===== config.mk =====
export PLATFORM = sky130hd
export DESIGN_NAME = bram_simple_dual_port
export DESIGN_NICKNAME = d
export VERILOG_FILES = /design/src/rtl/bram_simple_dual_port.sv
export SDC_FILE = /design/constraint.sdc
export NUM_CORES = 1
export LEC_CHECK = 0
export BUFFER_PORTS_ARGS = -buffer_cell sky130_fd_sc_hd__buf_2
export CORE_AREA = 2 2 319 321
export DETAILED_ROUTE_END_ITERATION = 6
export DIE_AREA = 0 0 321 323
export GPL_ROUTABILITY_DRIVEN = 0
export PLACE_DENSITY = 0.58
export RECOVER_POWER = 100
export SYNTH_ARGS = -nofsm -noshare
export SYNTH_HDL_FRONTEND = slang
export SYNTH_SLANG_ARGS = --single-unit
export TNS_END_PERCENT = 10

===== constraint.sdc =====
create_clock -name clk -period 5.9 [get_ports clk]
set_clock_uncertainty 0.15 [all_clocks]
set_input_delay 0 -clock clk [delete_from_list [all_inputs] [get_ports clk]]
set_output_delay 0 -clock clk [all_outputs]
set_load 0.1 [all_outputs]

===== src/rtl/bram_simple_dual_port.sv =====
// Simple dual-port block RAM: one write port, one registered read port, one clock.
// Collisions are read-first; rst clears only the output register, never the array.
module bram_simple_dual_port #(
   parameter  int WordLengthBits = 8,
   parameter  int NumWords       = 128,
   localparam int AddressBits    = $clog2(NumWords)
) (
   input  logic                      clk,
   input  logic                      rst,
   input  logic [AddressBits-1:0]    address_in,
   input  logic [AddressBits-1:0]    address_out,
   input  logic                      write_enable,
   input  logic [WordLengthBits-1:0] data_in,
   output logic [WordLengthBits-1:0] data_out
);

   logic [WordLengthBits-1:0] mem [NumWords] = '{default: '0};
   logic                      wr_in_range;
   logic                      rd_in_range;

   // Range checks only exist when the depth leaves unused address codes.
   if ((2 ** AddressBits) != NumWords) begin : g_partial
      localparam logic [AddressBits:0] Depth = (AddressBits + 1)'(NumWords);
      assign wr_in_range = ({1'b0, address_in}  < Depth);
      assign rd_in_range = ({1'b0, address_out} < Depth);
   end else begin : g_full
      assign wr_in_range = 1'b1;
      assign rd_in_range = 1'b1;
   end

   always_ff @(posedge clk) begin
      if (!rst && write_enable && wr_in_range) begin
         mem[address_in] <= data_in;
      end
   end

   // Non-blocking read of the array gives the pre-write word on a collision.
   always_ff @(posedge clk or posedge rst) begin
      if (rst) begin
         data_out <= '0;
      end else if (rd_in_range) begin
         data_out <= mem[address_out];
      end else begin
         data_out <= '0;
      end
   end

endmodule


==> summary.md <==
| Metric | Value |
|---|---|
| CP endpoint kind | `flop` |
| Die height | `323 microns` |
| Yosys top cell by area | `edfxtp_1` |
| I/O pins | `33` |
| Drt first-iter violations | `1,976` |
| Final count of negative-setup-slack endpoints | `0` |
| Min Tclk post-route | `3.83 ns` |
| Final period utilization | `64.9%` |
| Post-synthesis register bit count | `1,032` |
| Yosys cell types | `19` |
| Post-synth EDFFs | `1,024` |
| Worst-Skew Late Latency | `0.69 ns` |
| Power Density | `344 nW/um^2` |
| Count leader, synth | `edfxtp_1` |
| Crit path max fanout | `72` |
| Failing checks | `capacitance limit, slew limit` |
| Peak VDD IR | `0.238 mV` |
| Clock sink total | `1,032` |
| Static Leak | `0.0135 uW` |
| Most used DFF post-synth | `edfxtp_1` |
| Post-Syn Area per Cell | `24.3 sq um` |
| Total gr overflow | `0` |
| Initial core utilization | `39.4%` |
| Area growth from synthesis to final layout | `13.1%` |
| Met2 Usage GRT | `28.3%` |
| Dpl hpwl | `54,000 microns` |
| Vias per inst | `5.60` |
| Synth Warn # | `0` |
| Die area | `104,000 sq um` |
| Fmax | `261 MHz` |
| Ys async rst share | `0.775%` |
| Worst reg-to-reg setup slack | `2.84 ns` |
| Worst min-delay path class | `in -> reg` |
| CTS tree | `yes` |
| Seq/Total Area, Yosys | `77.9%` |
| Routed WL | `89,600 microns` |
| Worst Path Class, Setup | `in -> reg` |
| Initial antenna violation count | `11` |
| Via count | `17,567` |
| Fin nets | `1,758` |
| Share of the synthesized area in the top cell type | `77.4%` |
| WHS | `0.0992 ns` |
| FP Rows | `117` |
| Total GRT Usage | `17.6%` |
| Worst Min Path Start | `address_out[4]` |
| GRT Max-Usage Layer | `met2` |
| Worst Path Arrival | `3.93 ns` |
| H-Tree Level Count | `3` |
| Mapped Cells | `1,634` |
| WP data required | `6.01 ns` |
| Vias in the first global route | `17,993` |
| Largest net degree at the start of global routing | `118` |
| Post-synth top cells | `1,024 x edfxtp_1, 336 x mux4_2, 131 x nor2_1` |
| Final Hold Fails | `0` |
| R2r endpoint | `data_out[6]$_DFF_PP0_` |
| CP startpoint | `data_in[0]` |
| Status | `finished with violations` |
| Detail Route Antenna Nets | `0` |
| Slew Viols, Final | `894` |
| Worst r2r src | `mem[23][6]$_DFFE_PP_` |
| Syn_nets | `1,659` |
| Fillers | `8,368` |
| Die width | `321 microns` |
| Met3 GRT Util | `3.17%` |
| First-pass iteration count of the detailed router | `5` |
| CTS buffer count | `105` |
| CTS clk-pin slew, worst paths | `0.06 ns` |
| Residual DRC count | `0` |
| Actual slew at the worst max-slew pin | `2.94 ns` |
| Root buf cell | `clkbuf_16` |
| Setup crit end | `mem[48][0]$_DFFE_PP_` |
| Max cap viols | `14` |
| First-pass GRT wire length | `131,000 microns` |
| Slew headroom | `-96.1%` |
| Setup TNS | `0 ns` |
| IO buf count | `32` |
| Share of layout cells above drive strength 1 | `28.7%` |
| Met1 usage | `25.2%` |
| Synth top area cells | `edfxtp_1 77%, mux4_2 19%, nor2_1 1.2%` |
| Synthesized area | `39,700 sq um` |
| R2R cell count | `5` |
| RSZ-0062 raised after global routing | `false` |
| Drt wl/cell | `28.6 microns` |
| Core ar. | `101,000 sq um` |
| Startpoint Class | `primary input` |
| CTS max path bufs | `3` |
[cell usage in the layout (no fill, tap or decap), drive strengths merged]
master,count
diode,5
or3b,5
bufinv,11
dlygate4sd3,19
nand3,9
inv,8
mux2,8
buf,23
nor2,131
edfxtp,1024
nand2,9
clkbuf,168
or3,1
nand2b,1
nor2b,5
nand4,3
mux4,336
dfrtp,8
nand3b,4
clkinv,49
clkinvlp,1
[registers in the layout, summed over array words and instances, names as in the netlist]
register  count
data_out      8
mem        1024
[critical path: stages]
cell and delay [ns]:
dlygate4sd3_1 0.58, clkbuf_1 1.92, clkbuf_2 1.36
[how the worst min path moves through the flow]
stage / endpoint / slack, ns / depth (start not counted)
6_report: data_out[7]$_DFF_PP0_ / 0.1 / 4
5_1_grt: data_out[7]$_DFF_PP0_ / 0.07 / 4
4_1_cts: data_out[7]$_DFF_PP0_ / 0.04 / 4
3_5_place_dp: data_out[4]$_DFF_PP0_ / -0.03 / 2
3_3_place_gp: data_out[4]$_DFF_PP0_ / -0.05 / 2
2_1_floorplan: data_out[0]$_DFF_PP0_ / -0.33 / 1
[power breakdown]
| group | internal (uW) | switching, uW |
|---|---|---|
| Sequential | 8100 | 17.1 |
| Clock | 3780 | 2780 |
| Combinational | 290 | 490 |
[metrics by stage]
stage	instances	power, uW	setup slack, ns	cell area [sq um]	util [%]
3_3_place_gp	2916	9040	2.27	41400	41.1
2_1_floorplan	1634	8720	3.24	39700	-
5_1_grt	3133	15900	1.62	44900	44.6
4_1_cts	3132	15600	2.53	45000	44.7
3_5_place_dp	2916	9050	2.28	41400	41.1
6_report	3137	15500	2.07	45000	44.6
[final cells by class]
cell class                      instances  area, sq um  area share, %
Clock inverter                         67          691           1.54
Antenna cell                            5         12.5         0.0278
Tap cell                             1309         1640           3.64
Sequential cell                      1032        30900           68.9
Inverter                                2         7.51         0.0167
Timing Repair Buffer                   80          568           1.26
Multi-Input combinational cell        512         8360           18.6
Clock buffer                          130         2720           6.05
[what timing repair did]
| action | CTS | global route |
|---|---|---|
| hold buffers | 19 | 0 |
| gates resized for setup | 0 | 0 |
| hold endpoints to repair | 555 | 0 |
| setup buffers | 0 | 0 |
[kinds of logic (layout without fill, tap and decap cells)]
| logic type | after synthesis | after routing | share of synthesized area, % |
|---|---|---|---|
| buf+inv | 90 | 279 | 1.05 |
| mux | 344 | 344 | 19.3 |
| flops | 1032 | 1032 | 77.9 |
| simple gates | 168 | 168 | 1.78 |
| other cells | 0 | 5 | 0 |
[routing by layer]
layer	vias up	part of all wire (%)
met2	590	49
met4	8	2.1
met1	9600	43
met3	129	6.1
li1	7240	-
met5	-	0.062
(Power assumes the default switching activity.)
